--- config.mk ---
export PLATFORM = sky130hd
export DESIGN_NAME = pio_sm_clk_sched_flat
export DESIGN_NICKNAME = d
export VERILOG_FILES = /design/src/rtl/pio_sm_clk_sched_if.sv /design/src/rtl/pio_sm_clk_sched.sv /design/src/flat_wrapper.sv
export SDC_FILE = /design/constraint.sdc
export NUM_CORES = 1
export LEC_CHECK = 0
export BUFFER_PORTS_ARGS = -buffer_cell sky130_fd_sc_hd__buf_2
export CAP_MARGIN = 10
export CORE_UTILIZATION = 52
export DETAILED_ROUTE_END_ITERATION = 8
export GPL_ROUTABILITY_DRIVEN = 0
export PLACE_DENSITY = 0.72
export SLEW_MARGIN = 20
export SYNTH_ARGS = -nofsm -noshare
export SYNTH_HDL_FRONTEND = slang
export SYNTH_SLANG_ARGS = --single-unit
export TNS_END_PERCENT = 50
--- constraint.sdc ---
create_clock -name clk -period 9 [get_ports clk]
set_clock_uncertainty 0.2 [all_clocks]
set_input_delay 1.8 -clock clk [delete_from_list [all_inputs] [get_ports clk]]
set_output_delay 1.8 -clock clk [all_outputs]
set_load 0.01 [all_outputs]
--- src/rtl/pio_sm_clk_sched_if.sv ---
// Control/status bundle between the PIO control register file and the
// per-SM clock-enable scheduler. The register file is the master; the
// scheduler is the slave.
interface pio_sm_clk_sched_if #(
  parameter int NUM_SM = 4,
  parameter int INT_W  = 16,
  parameter int FRAC_W = 8
);
  logic [NUM_SM-1:0]        sm_en;
  logic [NUM_SM-1:0]        clkdiv_restart;
  logic [NUM_SM-1:0]        sm_restart;
  logic [NUM_SM*INT_W-1:0]  clkdiv_int;
  logic [NUM_SM*FRAC_W-1:0] clkdiv_frac;
  logic [NUM_SM-1:0]        sm_tick;
  logic [NUM_SM-1:0]        sm_rst;
  logic [NUM_SM-1:0]        sm_active;

  modport master (
    output sm_en, clkdiv_restart, sm_restart, clkdiv_int, clkdiv_frac,
    input  sm_tick, sm_rst, sm_active
  );

  modport slave (
    input  sm_en, clkdiv_restart, sm_restart, clkdiv_int, clkdiv_frac,
    output sm_tick, sm_rst, sm_active
  );
endinterface

--- src/rtl/pio_sm_clk_sched.sv ---
// Per-state-machine clock-enable scheduler. Each SM owns an independent
// fractional divider (integer period counter plus fractional accumulator)
// that emits a one-cycle execute tick at an average rate of
// int + frac/256 cycles. Everything runs on the shared system clock.
module pio_sm_clk_sched #(
  parameter int NUM_SM = 4,
  parameter int INT_W  = 16,
  parameter int FRAC_W = 8
) (
  input  logic              clk,
  input  logic              rst_n,
  pio_sm_clk_sched_if.slave bus
);

  // Counter/period width: one extra bit so a zero integer field can mean 65536.
  localparam int CW = INT_W + 1;

  logic [NUM_SM-1:0] rst_q;
  logic [NUM_SM-1:0] active_q;

  for (genvar g = 0; g < NUM_SM; g++) begin : g_sm
    logic [INT_W-1:0]  int_fld;
    logic [FRAC_W-1:0] frac_fld;
    logic [CW-1:0]     int_eff;
    logic [FRAC_W-1:0] frac_eff;
    logic [FRAC_W:0]   acc_sum;
    logic              tick_ev;

    logic [CW-1:0]     cnt_q, cnt_d;
    logic [CW-1:0]     per_q, per_d;
    logic [FRAC_W-1:0] acc_q, acc_d;
    logic              tick_q, tick_d;

    assign int_fld  = bus.clkdiv_int[INT_W*g +: INT_W];
    assign frac_fld = bus.clkdiv_frac[FRAC_W*g +: FRAC_W];
    // A zero integer field selects the maximum period and disables the fraction.
    assign int_eff  = (int_fld == '0) ? {1'b1, {INT_W{1'b0}}} : {1'b0, int_fld};
    assign frac_eff = (int_fld == '0) ? '0 : frac_fld;
    assign acc_sum  = {1'b0, acc_q} + {1'b0, frac_eff};
    assign tick_ev  = bus.sm_en[g] && (cnt_q == per_q - CW'(1));

    // Next divider state: restart beats ticking; a disabled SM simply holds.
    always_comb begin
      cnt_d  = cnt_q;
      per_d  = per_q;
      acc_d  = acc_q;
      tick_d = 1'b0;
      if (bus.clkdiv_restart[g]) begin
        cnt_d = '0;
        acc_d = '0;
        per_d = CW'(1);
      end else if (tick_ev) begin
        tick_d = 1'b1;
        cnt_d  = '0;
        acc_d  = acc_sum[FRAC_W-1:0];
        per_d  = int_eff + CW'(acc_sum[FRAC_W]);
      end else if (bus.sm_en[g]) begin
        cnt_d = cnt_q + CW'(1);
      end
    end

    // Divider state register; reset leaves per=1 so the first enabled cycle ticks.
    always_ff @(posedge clk or negedge rst_n) begin
      if (!rst_n) begin
        cnt_q  <= '0;
        per_q  <= CW'(1);
        acc_q  <= '0;
        tick_q <= 1'b0;
      end else begin
        cnt_q  <= cnt_d;
        per_q  <= per_d;
        acc_q  <= acc_d;
        tick_q <= tick_d;
      end
    end

    assign bus.sm_tick[g] = tick_q;
  end

  // SM restart strobe and enable mirror, both simply delayed by one cycle.
  always_ff @(posedge clk or negedge rst_n) begin
    if (!rst_n) begin
      rst_q    <= '0;
      active_q <= '0;
    end else begin
      rst_q    <= bus.sm_restart;
      active_q <= bus.sm_en;
    end
  end

  assign bus.sm_rst    = rst_q;
  assign bus.sm_active = active_q;

endmodule

--- src/flat_wrapper.sv ---
// flat-port wrapper written by rule: the top's interface ports become plain ports
module pio_sm_clk_sched_flat 
#(
  parameter int NUM_SM = 4,
  parameter int INT_W  = 16,
  parameter int FRAC_W = 8
)
  (clk, rst_n, bus_sm_en, bus_clkdiv_restart, bus_sm_restart, bus_clkdiv_int, bus_clkdiv_frac, bus_sm_tick, bus_sm_rst, bus_sm_active);
  pio_sm_clk_sched_if #(.NUM_SM(NUM_SM), .INT_W(INT_W), .FRAC_W(FRAC_W)) bus_i ();
  input  logic clk;
  input  logic rst_n;
  input wire logic [$bits(bus_i.sm_en)-1:0] bus_sm_en;
  input wire logic [$bits(bus_i.clkdiv_restart)-1:0] bus_clkdiv_restart;
  input wire logic [$bits(bus_i.sm_restart)-1:0] bus_sm_restart;
  input wire logic [$bits(bus_i.clkdiv_int)-1:0] bus_clkdiv_int;
  input wire logic [$bits(bus_i.clkdiv_frac)-1:0] bus_clkdiv_frac;
  output wire logic [$bits(bus_i.sm_tick)-1:0] bus_sm_tick;
  output wire logic [$bits(bus_i.sm_rst)-1:0] bus_sm_rst;
  output wire logic [$bits(bus_i.sm_active)-1:0] bus_sm_active;
  assign bus_i.sm_en = bus_sm_en;
  assign bus_i.clkdiv_restart = bus_clkdiv_restart;
  assign bus_i.sm_restart = bus_sm_restart;
  assign bus_i.clkdiv_int = bus_clkdiv_int;
  assign bus_i.clkdiv_frac = bus_clkdiv_frac;
  assign bus_sm_tick = bus_i.sm_tick;
  assign bus_sm_rst = bus_i.sm_rst;
  assign bus_sm_active = bus_i.sm_active;
  pio_sm_clk_sched #(.NUM_SM(NUM_SM), .INT_W(INT_W), .FRAC_W(FRAC_W)) u_core (.clk(clk), .rst_n(rst_n), .bus(bus_i));
endmodule
# After elaboration in Yosys (flattened, before gate mapping)
# Index checks and enable logic that the tools add are counted.
# Widths: inputs -> output; s select.
[op_classes]
addsub = 16
mul = 0
div_mod_pow = 0
magnitude_cmp = 0
eq_ne = 4
shift = 0
n_mux = 44
n_bitwise = 0
reduce_logical = 16
[op_table]
columns = ["cell", "count"]
rows = [
  ["$mux 17", 24],
  ["$mux 8", 12],
  ["$add 17x1->17", 4],
  ["$add 17x1->17 const B", 4],
  ["$eq 17x17->1", 4],
  ["$sub 17x1->17 const B", 4],
  ["$logic_not 16->1", 4],
  ["$add 8x8->9", 4],
  ["$reduce_bool 3->1", 4],
  ["$mux 1", 8],
  ["$reduce_bool 2->1", 4],
  ["$logic_and 1x1->1", 4],
]
[totals]
ff_bits = 180
latch_bits = 0
ramBits = 0
romBits = 0
n_memories = 0

# Depth between registers and ports, before layout
# Gate-level depths: netlist of the first run.
[depth]
depth_word = 6
ltp_mapped = 22
ltp_nobuf = 22

# Least setup slack after synthesis of the first run
# Ideal clock, no wire load.
[synth_path]
path_kind = "input to register"
startpoint = "input port bus_clkdiv_int[42]"
endpoint = "register u_core.g_sm[2].per_q[14]"
setup_time_ns = 0.094
t_arrival_ns = 5.260
required_time_ns = 8.706
setup_slack_ns = 3.446
cell_stages = 20
path_buffers = 0
path_cell_list = "nor4_1 > nand4_1 > and2_1 > ha_1 > nor2b_1 > o21ai_0 > a21boi_0 > o21ai_0 > a21boi_0 > o21ai_0 > nand2b_1 > ha_1 > ha_1 > and3_1 > nand3_1 > nor2_1 > nand3_1 > or2_2 > xor2_1 > a211oi_1"
[synth_via]
elab_chain_len = 6
[synth_rtl]
columns = ["item", "line_no", "text"]
rows = [
  ["start, declared", "flat_wrapper.sv:15", "input wire logic [$bits(bus_i.clkdiv_int)-1:0] bus_clkdiv_int;"],
  ["$logic_not 16->1", "pio_sm_clk_sched.sv:37, pio_sm_clk_sched.sv:38", ""],
  ["$mux 8", "pio_sm_clk_sched.sv:38", "assign frac_eff = (int_fld == '0) ? '0 : frac_fld;"],
  ["$add 8x8->9", "pio_sm_clk_sched.sv:39", "assign acc_sum = {1'b0, acc_q} + {1'b0, frac_eff};"],
  ["$add 17x1->17 *", "pio_sm_clk_sched.sv:56", "per_d = int_eff + CW'(acc_sum[FRAC_W]);"],
  ["$mux 17 *", "pio_sm_clk_sched.sv:52", "end else if (tick_ev) begin"],
  ["$mux 17 *", "pio_sm_clk_sched.sv:48", "if (bus.clkdiv_restart[g]) begin"],
  ["end signal, assigned", "pio_sm_clk_sched.sv:71", "per_q <= per_d;"],
  ["end, declared", "pio_sm_clk_sched.sv:30", "logic [CW-1:0] per_q, per_d;"],
]
# Mark *: on every way between the ends. The rest lies on a longest branch, timed or not. The select of a mux whose other input is x is not followed.
# A chain may end at the register's enable or synchronous reset.

# Final worst setup path of the first run
# Ends and elaborated chain as after synthesis.

==> flow_summary_export.csv, run 1 <==
group,metric,value,unit
setup_path,required,9.15,ns
setup_path,endpoint_kind,"flop",
floorplanning,die_x,162.4,um
synthesis,synth_warnings,0,
synthesis,synth_cell_types,85,
drt,first_iter_violations,907,
cells_and_area,design_area,14630,um^2
synthesis,synth_cells,1537,
clock_network,worstSkewPairLatency,0.44,ns
placed_design,place_area,14030,um^2
setup_path,crit_fanout,9,
drt,wl,31620,um
flow_run,drv_cap,0,
clock_network,cts_root_buf,"clkbuf_16",
floorplanning,die_h,162.4,um
worst_hold_path,min_path_type,"flop to flop",
pwr,vdd_drop_max,0.1334,mV
synthesis,syn-cell-area,13380,um^2
sta,clock.fmax,159.1,MHz
clock_network,cts_max_level,4,
clock_network,cts_tree,"yes",
floorplanning,coreArea,25180,um^2
sta,min_period,6.286,ns
sta,hold_viol_final,0,
sta,timing.hold.ws,0.3434,ns
cells_and_area,synthToLayoutAreaGrowth,9.322,%
global_route,grt_pass1_vias,11020,
sta,setup-violations-final,0,
sta,rsz0062_at_grt,"no",
placed_design,dp_hpwl,22080,um
setup_path,arrival,6.43,ns
setup_path,startpoint_type,"input pin",
synthesis,async_flop_share,1.000,
floorplanning,start_util,0.5314,
sta,fin_setup_tns,0,ns
cells_and_area,final_nets,1745,
clock_network,clk_pin_slew,0.08,ns
cells_and_area,layout_common_cells,"dfrtp_1, buf_2, xnor2_1",
drt,wire_per_inst,16.42,um
clock_network,clk_path_buf_depth,2,
cells_and_area,antenna_cells,0,
drt,via_per_inst,6.066,
synthesis,synth.avg_cell_area,8.706,um^2
floorplanning,die_area,26380,um^2
drt,antenna_left,0,
clock_network,ctsHoldBuffers,0,
floorplanning,io_pins,122,
synthesis,ys_seq_area_frac,0.3370,
cells_and_area,layout-drive-gt1-share,0.1278,
synthesis,ys.flop_type,"dfrtp_1",
drt,vias,11680,
drt,drc_errors,0,
floorplanning,row_count,58,
cells_and_area,layout_commonest_cell,"dfrtp_1",
clock_network,post-cts-setup-buffers,0,
global_route,grt_pass1_wl,53430,um
global_route,overflow,0,
sta,slew_headroom,0.2827,
synthesis,syn_nets,1699,
sta,tightest_slew,1.070,ns
placed_design,io_buffers,121,
clock_network,cts_buffers,17,
pwr,powerDensity,225.9,nW/um^2
drt,first_pass_iters,6,
global_route,antenna_found_initial,1,
synthesis,synth_edf_count,0,
sta,finalCritPeriodShare,0.6984,
sta,slew_viol_final,0,
global_route,grt_usage,0.2452,
synthesis,ys_ff_latch,180,
outcome,status,"finished clean",
setup_path,crit_type,"input pin to flop",
pwr,power.leakage,6.025,nW
clock_network,clock-sinks,180,
clock_network,cts-resized-gates,0,
global_route,grt_start_max_net_pins,72,
setup_path,reg2reg_depth,10,
worst_hold_path,min_delay_path_depth,2,
-- registers in the layout, summed over array words and instances, names as in the netlist --
name	count
u_core.bus.sm_active	4
u_core.g_sm.per_q	68
u_core.bus.sm_rst	4
u_core.g_sm.tick_q	4
u_core.g_sm.cnt_q	68
u_core.g_sm.acc_q	32
-- layer usage --
metal	vias up	GRT usage	routed length (um)
met4	2	0.05703	292
met3	28	0.03972	1390
met5	-	0	13
met1	5641	0.3385	14620
met2	307	0.4019	15310
li1	5705	-	-
-- synth_stat cells, drive strengths merged (4+ instances only) --
cell | n | area, um^2
a211oi | 53 | 407.9
a21boi | 8 | 60.06
a21o | 9 | 67.56
a21oi | 64 | 324.1
a31oi | 42 | 262.8
and2 | 31 | 193.9
and3 | 37 | 231.5
and4 | 8 | 70.07
buf | 30 | 186.4
clkbuf | 74 | 277.8
dfrtp | 176 | 4404
dfstp | 4 | 105.1
fa | 4 | 80.08
ha | 48 | 600.6
inv | 45 | 168.9
mux2 | 7 | 82.57
mux2i | 10 | 103.9
nand2 | 85 | 319.1
nand2b | 24 | 150.1
nand3 | 62 | 310.3
nand3b | 6 | 45.04
nand4 | 49 | 306.5
nor2 | 90 | 345.3
nor2b | 28 | 175.2
nor3 | 91 | 471.7
nor3b | 8 | 60.06
nor4 | 33 | 221.5
nor4b | 5 | 56.31
o2111ai | 4 | 35.03
o211ai | 13 | 97.59
o21a | 7 | 52.55
o21ai | 49 | 245.2
o22ai | 6 | 37.54
o31ai | 18 | 135.1
o41ai | 21 | 198.9
or2 | 10 | 62.56
or3 | 10 | 62.56
or4 | 20 | 153.9
or4b | 6 | 60.06
xnor2 | 107 | 937.2
xor2 | 97 | 849.6
-- metrics by stage --
stage | worst slack (ns) | util | std cells | power (mW)
global placement | 2.483 | 0.5573 | 1894 | 2.484
detailed placement | 2.344 | 0.5573 | 1894 | 2.521
finish | 2.714 | 0.5809 | 1926 | 3.305
global route | 2.425 | 0.5809 | 1926 | 3.533
CTS | 2.792 | 0.5809 | 1926 | 3.308
floorplan | 3.446 | - | 1537 | 2.212
-- worst paths after layout --
path                                                         to  slack (ns)                           startpoint
max in group asynchronous   u_core.g_sm[2].per_q[4]$_DFFE_PN0P_        6.30                                rst_n
hold reg to reg             u_core.g_sm[0].acc_q[0]$_DFFE_PN0P_        0.34  u_core.g_sm[0].acc_q[0]$_DFFE_PN0P_
min in group asynchronous   u_core.g_sm[3].acc_q[4]$_DFFE_PN0P_        1.12                                rst_n
hold / removal              u_core.g_sm[0].acc_q[0]$_DFFE_PN0P_        0.34  u_core.g_sm[0].acc_q[0]$_DFFE_PN0P_
setup reg to reg            u_core.g_sm[2].cnt_q[7]$_DFFE_PN0P_        4.71  u_core.g_sm[2].per_q[0]$_DFFE_PN1P_
setup / recovery           u_core.g_sm[2].per_q[14]$_DFFE_PN0P_        2.71                   bus_clkdiv_int[42]
-- cell families (layout without fill, tap and decap cells) --
| logic type | after synthesis | count (layout) | synth area share |
|---|---|---|---|
| and+or+nand+nor | 609 | 609 | 0.2507 |
| buffers and inverters | 149 | 208 | 0.04731 |
| xor gates and xnor gates | 204 | 204 | 0.1335 |
| muxes | 17 | 17 | 0.01393 |
| adders and majority gates | 52 | 52 | 0.05087 |
| DFF | 180 | 180 | 0.3370 |
| AOI/OAI and AO/OA | 326 | 326 | 0.1667 |
-- critical path: stages --
cell and delay [ns]:
buf_2 0.13, nor4_1 0.47, nand4_1 0.44, and2_1 0.32, ha_1 0.32, nor2b_1 0.14
o21ai_0 0.12, a21boi_0 0.29, o21ai_0 0.17, a21boi_0 0.20, o21ai_0 0.10, nand2b_1 0.08
ha_1 0.20, ha_1 0.19, and3_1 0.19, nand3_1 0.12, nor2_1 0.28, nand3_1 0.18
or2_2 0.33, xor2_1 0.14, a211oi_1 0.22
-- layout make-up --
type,instances,area (um^2)
Multi-Input combinational cell,1208,8253
Timing Repair Buffer,131,689.4
Tap cell,330,412.9
Sequential cell,180,4509
Inverter,45,168.9
Clock inverter,13,162.7
Fill cell,2252,10550
Clock buffer,19,432.9
-- report_power, final --
group          total, mW  switching, mW  internal, mW  leakage, nW
Combinational       1.46          0.896         0.562         3.28
Clock              0.779          0.358         0.421        0.289
Sequential          1.07          0.136         0.931         2.46
Note: power is estimated with default switching activity, not from simulation.
==> inputs of run 2 (changes only) <==
Clock period 9 ns to 5.8 ns, I/O delays scaled along.
==> run 2 against run 1 <==
Effect of this change: sequential share of layout area is 0.097 points lower; count of clock-buffer cells in the layout increased by 1; critical endpoint unchanged; critical path type unchanged; utilization grew 0.18 points; sequential cell count stayed put; largest power group unchanged.
==> flow_summary_export.csv, run 2 (synthesis results as in run 1) <==
group,metric,value,unit
setup_path,arrival,5.29,ns
setup_path,endpoint_kind,"flop",
global_route,grt_pass1_wl,54210,um
cells_and_area,reg_top3,"u_core.g_sm.cnt_q (68), u_core.g_sm.per_q (68), u_core.g_sm.acc_q (32)",
pwr,power.leakage,6.052,nW
floorplanning,die_x,162.4,um
clock_network,cts_root_buf,"clkbuf_16",
setup_path,path_cells,"buf_2 > nor4_1 > nand4_1 > buf_4 > and2_1 > ha_1 > o21ai_0 > a21boi_0 > o21ai_0 > a21boi_0 > o21ai_0 > nand2b_1 > ha_1 > ha_1 > and3_1 > nand3_1 > nor2_1 > nand3_1 > or2_2 > xor2_1 > a211oi_1",
drt,antenna_left,0,
cells_and_area,synthToLayoutAreaGrowth,9.668,%
sta,rsz0062_at_grt,"no",
pwr,swShare,0.4182,
pwr,vdd_drop_max,0.2314,mV
pwr,powerDensity,349.5,nW/um^2
sta,fin_setup_tns,0,ns
clock_network,clock-sinks,180,
outcome,status,"finished clean",
setup_path,startpoint_type,"input pin",
pwr,p_int,2.984,mW
drt,drc_errors,0,
sta,clock.fmax,194.4,MHz
floorplanning,die_area,26380,um^2
cells_and_area,layout_common_cells,"dfrtp_1, buf_2, xnor2_1",
global_route,antenna_found_initial,1,
clock_network,cts-resized-gates,0,
clock_network,clk_path_buf_depth,2,
clock_network,worstSkewPairLatency,0.45,ns
pwr,p_sw,2.145,mW
drt,vias,11730,
setup_path,required,5.94,ns
drt,wire_per_inst,16.35,um
sta,hold_viol_final,0,
floorplanning,row_count,58,
pwr,pwr-share-clk,0.232,
floorplanning,start_util,0.5314,
pwr,pwr-share-seq,0.323,
cells_and_area,design_area,14680,um^2
sta,min_period,5.144,ns
sta,tightest_slew,0.9638,ns
cells_and_area,layout_commonest_cell,"dfrtp_1",
global_route,overflow,0,
clock_network,cts_buffers,17,
floorplanning,coreArea,25180,um^2
drt,via_per_inst,6.072,
placed_design,dp_hpwl,22170,um
sta,finalCritPeriodShare,0.8869,
placed_design,io_buffers,121,
setup_path,crit_fanout,8,
drt,wl,31570,um
drt,first_pass_iters,5,
setup_path,crit_type,"input pin to flop",
global_route,grt_pass1_vias,11420,
global_route,grt_start_max_net_pins,101,
pwr,combPwrFrac,0.444,
cells_and_area,antenna_cells,0,
placed_design,place_area,14080,um^2
flow_run,drv_cap,0,
worst_hold_path,min_path_type,"flop to flop",
drt,first_iter_violations,754,
clock_network,cts_max_level,4,
cells_and_area,fillers,2247,
global_route,grt_usage,0.2480,
sta,setup-violations-final,0,
setup_path,cpPeakStageDelay,0.48,ns
floorplanning,io_pins,122,
clock_network,clk_pin_slew,0.08,ns
cells_and_area,layout-drive-gt1-share,0.1305,
cells_and_area,final_nets,1750,
clock_network,cts_tree,"yes",
clock_network,post-cts-setup-buffers,0,
setup_path,slowest_stage,"nor4_1",
clock_network,ctsHoldBuffers,0,
floorplanning,die_h,162.4,um
sta,slew_viol_final,0,
sta,slew_headroom,0.3540,
## run 2: changes by cell type in the layout (fill, tap and decap cells not counted), sizes merged
cell,previous run,this run
buf,130,135
clkbuf,20,21
inv,53,50
clkinv,2,4
## run 2: power groups by stage
| stage | registers [mW] | logic [mW] | clock network, mW |
|---|---|---|---|
| 2_1_floorplan | 1.59 | 1.84 | 0 |
| 3_3_place_gp | 1.67 | 2.19 | 0 |
| 3_5_place_dp | 1.67 | 2.25 | 0 |
| 4_1_cts | 1.65 | 2.26 | 1.21 |
| 5_1_grt | 1.69 | 2.53 | 1.27 |
| 6_report | 1.66 | 2.28 | 1.19 |
## run 2: layout make-up
cell class / count / area, um^2 / share of cell area
sequential: 180 / 4509 / 0.3073
clock buffer: 20 / 446.7 / 0.03044
multi-input combinational: 1208 / 8253 / 0.5624
inverter: 45 / 168.9 / 0.01151
clock inverter: 12 / 145.1 / 0.009890
timing repair buffer: 136 / 739.5 / 0.05039
tap: 330 / 412.9 / 0.02814
## run 2: final timing paths
path                            slack [ns]                                    to  cells past startpoint                           startpoint
worst min-delay path                  0.35   u_core.g_sm[2].acc_q[7]$_DFFE_PN0P_                      2  u_core.g_sm[2].acc_q[7]$_DFFE_PN0P_
max in group asynchronous             3.86  u_core.g_sm[0].cnt_q[10]$_DFFE_PN0P_                      2                                rst_n
worst max-delay path                  0.66  u_core.g_sm[2].per_q[14]$_DFFE_PN0P_                     21                   bus_clkdiv_int[42]
worst max register to register        1.72  u_core.g_sm[2].per_q[14]$_DFFE_PN0P_                     19  u_core.g_sm[2].acc_q[0]$_DFFE_PN0P_
worst min register to register        0.35   u_core.g_sm[2].acc_q[7]$_DFFE_PN0P_                      2  u_core.g_sm[2].acc_q[7]$_DFFE_PN0P_
min in group asynchronous             0.52   u_core.g_sm[3].acc_q[4]$_DFFE_PN0P_                      1                                rst_n
## run 2: worst max-delay path, delay by kind of cell
family / cells / cell delay (ns)
AOI/OAI and AO/OA: 6 / 1.07
xor gates and xnor gates: 1 / 0.14
adders and majority gates: 3 / 0.68
buffers and inverters: 2 / 0.33
and+or+nand+nor: 9 / 1.89
## run 2: layer usage
metal / share of wire / GRT usage / vias to the layer above
met5: 0.00041 / 0 / -
met4: 0.012 / 0.06046 / 2
met3: 0.035 / 0.04100 / 42
met2: 0.48 / 0.4128 / 249
met1: 0.48 / 0.3355 / 5711
li1: - / - / 5721
## run 2: through the flow
step	worst slack [ns]	total power, mW	instances	util	hold slack (ns)
after floorplan	0.8863	3.432	1537	-	0.2989
after global placement	0.3865	3.858	1899	0.5593	0.3275
after detailed placement	0.2293	3.918	1899	0.5593	0.3389
after CTS	0.6827	5.123	1931	0.5828	0.3503
after global routing	0.2725	5.485	1931	0.5828	0.3731
final	0.6558	5.129	1931	0.5828	0.3469
==> inputs of run 3 (changes only) <==
Settings changed: BUFFER_PORTS_ARGS -buffer_cell sky130_fd_sc_hd__buf_2 to not set, DONT_BUFFER_PORTS set to 1, PLACE_DENSITY 0.72 to 0.68.
==> run 3 against run 2 <==
Effect of this change: sequential cell count stayed put; via count is 4.5% lower; register-to-register slack better by 0.04 ns; worst setup slack better by 0.16 ns; largest power group unchanged; utilization is 2.6 points lower; first-iteration DRC count is 5.0% higher; sequential share of layout area is 1.5 points higher; total power is 2.3% lower.
==> flow_summary_export.csv, run 3 (synthesis results as in run 1) <==
group,metric,value,unit
clock_network,clk_pin_slew,0.08,ns
setup_path,path_cells,"nor4_1 > nand4_1 > and2_1 > ha_1 > nor2b_1 > o21ai_0 > a21boi_0 > o21ai_0 > a21boi_0 > o21ai_0 > nand2b_1 > ha_1 > ha_1 > and3_1 > nand3_1 > nor2_1 > nand3_1 > or2_2 > xor2_1 > a211oi_1",
floorplanning,die_area,26380,um^2
clock_network,cts-resized-gates,0,
sta,setup-violations-final,0,
worst_hold_path,min_path_type,"input pin to async pin",
setup_path,cp_top_family,"simple AND/OR/NAND/NOR gates",
global_route,antenna_found_initial,0,
setup_path,cpPeakStageDelay,0.33,ns
cells_and_area,layout-drive-gt1-share,0.05635,
placed_design,dp_hpwl,21440,um
cells_and_area,fin_util,0.5563,
clock_network,ctsHoldBuffers,0,
placed_design,io_buffers,0,
pwr,finalPower,5.010,mW
flow_run,drv_cap,0,
clock_network,cts_buffers,17,
cells_and_area,layout_commonest_cell,"dfrtp_1",
setup_path,crit_type,"input pin to flop",
setup_path,cp_num_buf_inv,0,
drt,via_per_inst,6.211,
pwr,vdd_drop_max,0.3287,mV
clock_network,cts_root_buf,"clkbuf_16",
clock_network,clk_path_buf_depth,2,
setup_path,endpoint_kind,"flop",
setup_path,crit_fanout,9,
cells_and_area,antenna_cells,0,
floorplanning,io_pins,122,
setup_path,arrival,5.15,ns
outcome,status,"finished clean",
sta,hold_viol_final,0,
global_route,grt_pass1_vias,10770,
global_route,overflow,0,
cells_and_area,layout_common_cells,"dfrtp_1, xnor2_1, xor2_1",
floorplanning,coreArea,25180,um^2
drt,drc_errors,0,
clock_network,clock-sinks,180,
sta,slew_headroom,0.2725,
drt,antenna_left,0,
cells_and_area,finalNonFillerCells,1803,
sta,finalCritPeriodShare,0.8595,
sta,slew_viol_final,0,
pwr,powerDensity,357.6,nW/um^2
drt,wire_per_inst,17.11,um
cells_and_area,reg_top3,"u_core.g_sm.cnt_q (68), u_core.g_sm.per_q (68), u_core.g_sm.acc_q (32)",
clock_network,cts_max_level,4,
floorplanning,die_h,162.4,um
floorplanning,row_count,58,
drt,first_iter_violations,792,
floorplanning,start_util,0.5314,
clock_network,cts_tree,"yes",
global_route,grt_usage,0.2415,
sta,min_period,4.985,ns
drt,vias,11200,
sta,fin_setup_tns,0,ns
placed_design,dp.cells,1771,
cells_and_area,final_nets,1622,
sta,tightest_slew,1.090,ns
setup_path,slowest_stage,"or2_2",
clock_network,worstSkewPairLatency,0.44,ns
cells_and_area,synthToLayoutAreaGrowth,4.684,%
sta,rsz0062_at_grt,"no",
floorplanning,die_x,162.4,um
setup_path,required,5.96,ns
setup_path,startpoint_type,"input pin",
pwr,power.leakage,5.536,nW
clock_network,post-cts-setup-buffers,0,
sta,clock.fmax,200.6,MHz
drt,first_pass_iters,4,
global_route,grt_pass1_wl,52430,um
drt,wl,30850,um
global_route,grt_start_max_net_pins,181,
## run 3: cell count changes in the layout (fill, tap and decap cells not counted)
cell        change
buf_4           -6
buf_2         -120
clkbuf_1        -2
clkinv_4        -3
clkinvlp_4      +1
clkbuf_8        -1
buf_12          -1
inv_8           +3
clkinv_2        +1
## run 3: metrics by stage
step                instance area, um^2  hold WS, ns  worst slack [ns]
global route                      14010       0.1907            0.3377
finish                            14010       0.2029            0.8147
CTS                               14010       0.1963            0.8184
detailed placement                13400       0.3286            0.3616
global placement                  13400       0.3195            0.4850
floorplan                         13380       0.2989            0.8863
## run 3: worst paths after layout
check                                                    start                                    to  slack (ns)  depth (start not counted)
min                                                      rst_n   u_core.g_sm[3].cnt_q[0]$_DFFE_PN0P_        0.20                          0
max reg2reg                u_core.g_sm[2].acc_q[0]$_DFFE_PN0P_  u_core.g_sm[2].per_q[14]$_DFFE_PN0P_        1.76                         19
min reg2reg                u_core.g_sm[0].acc_q[4]$_DFFE_PN0P_   u_core.g_sm[0].acc_q[4]$_DFFE_PN0P_        0.34                          2
max                                         bus_clkdiv_int[33]  u_core.g_sm[2].per_q[14]$_DFFE_PN0P_        0.81                         20
min in group clk           u_core.g_sm[0].acc_q[4]$_DFFE_PN0P_   u_core.g_sm[0].acc_q[4]$_DFFE_PN0P_        0.34                          2
max in group asynchronous                                rst_n   u_core.g_sm[1].per_q[0]$_DFFE_PN1P_        4.69                          0
## run 3: power by group
part	switching, mW	total (mW)	internal (mW)	leakage [nW]
registers	0.221	1.67	1.45	2.46
logic	1.29	2.13	0.839	2.78
clock network	0.550	1.21	0.663	0.295
## run 3: area by class of cell
cell class	instances	area, um^2
fill	2288	11170
multi-input combinational	1208	8253
sequential	180	4509
clock buffer	18	439.2
tap	330	412.9
inverter	45	168.9
clock inverter	14	165.2
timing repair buffer	8	60.06
## run 3: metal layers
metal | up-vias | share of wire | track usage
met5 | - | 0 | 0
met3 | 50 | 0.039 | 0.03132
li1 | 5483 | - | -
met2 | 266 | 0.47 | 0.3883
met1 | 5399 | 0.48 | 0.3338
met4 | 0 | 0.019 | 0.08319
## run 3: worst register-to-register path, stage by stage, from the launching register on
cell      delay [ns]
dfrtp_1         0.37
ha_1            0.18
inv_1           0.06
fa_1            0.40
nor2b_1         0.12
o21ai_0         0.09
a21boi_0        0.25
o21ai_0         0.15
a21boi_0        0.18
o21ai_0         0.10
nand2b_1        0.09
ha_1            0.19
ha_1            0.20
and3_1          0.20
nand3_1         0.13
nor2_1          0.23
nand3_1         0.17
or2_2           0.33
xor2_1          0.14
a211oi_1        0.21
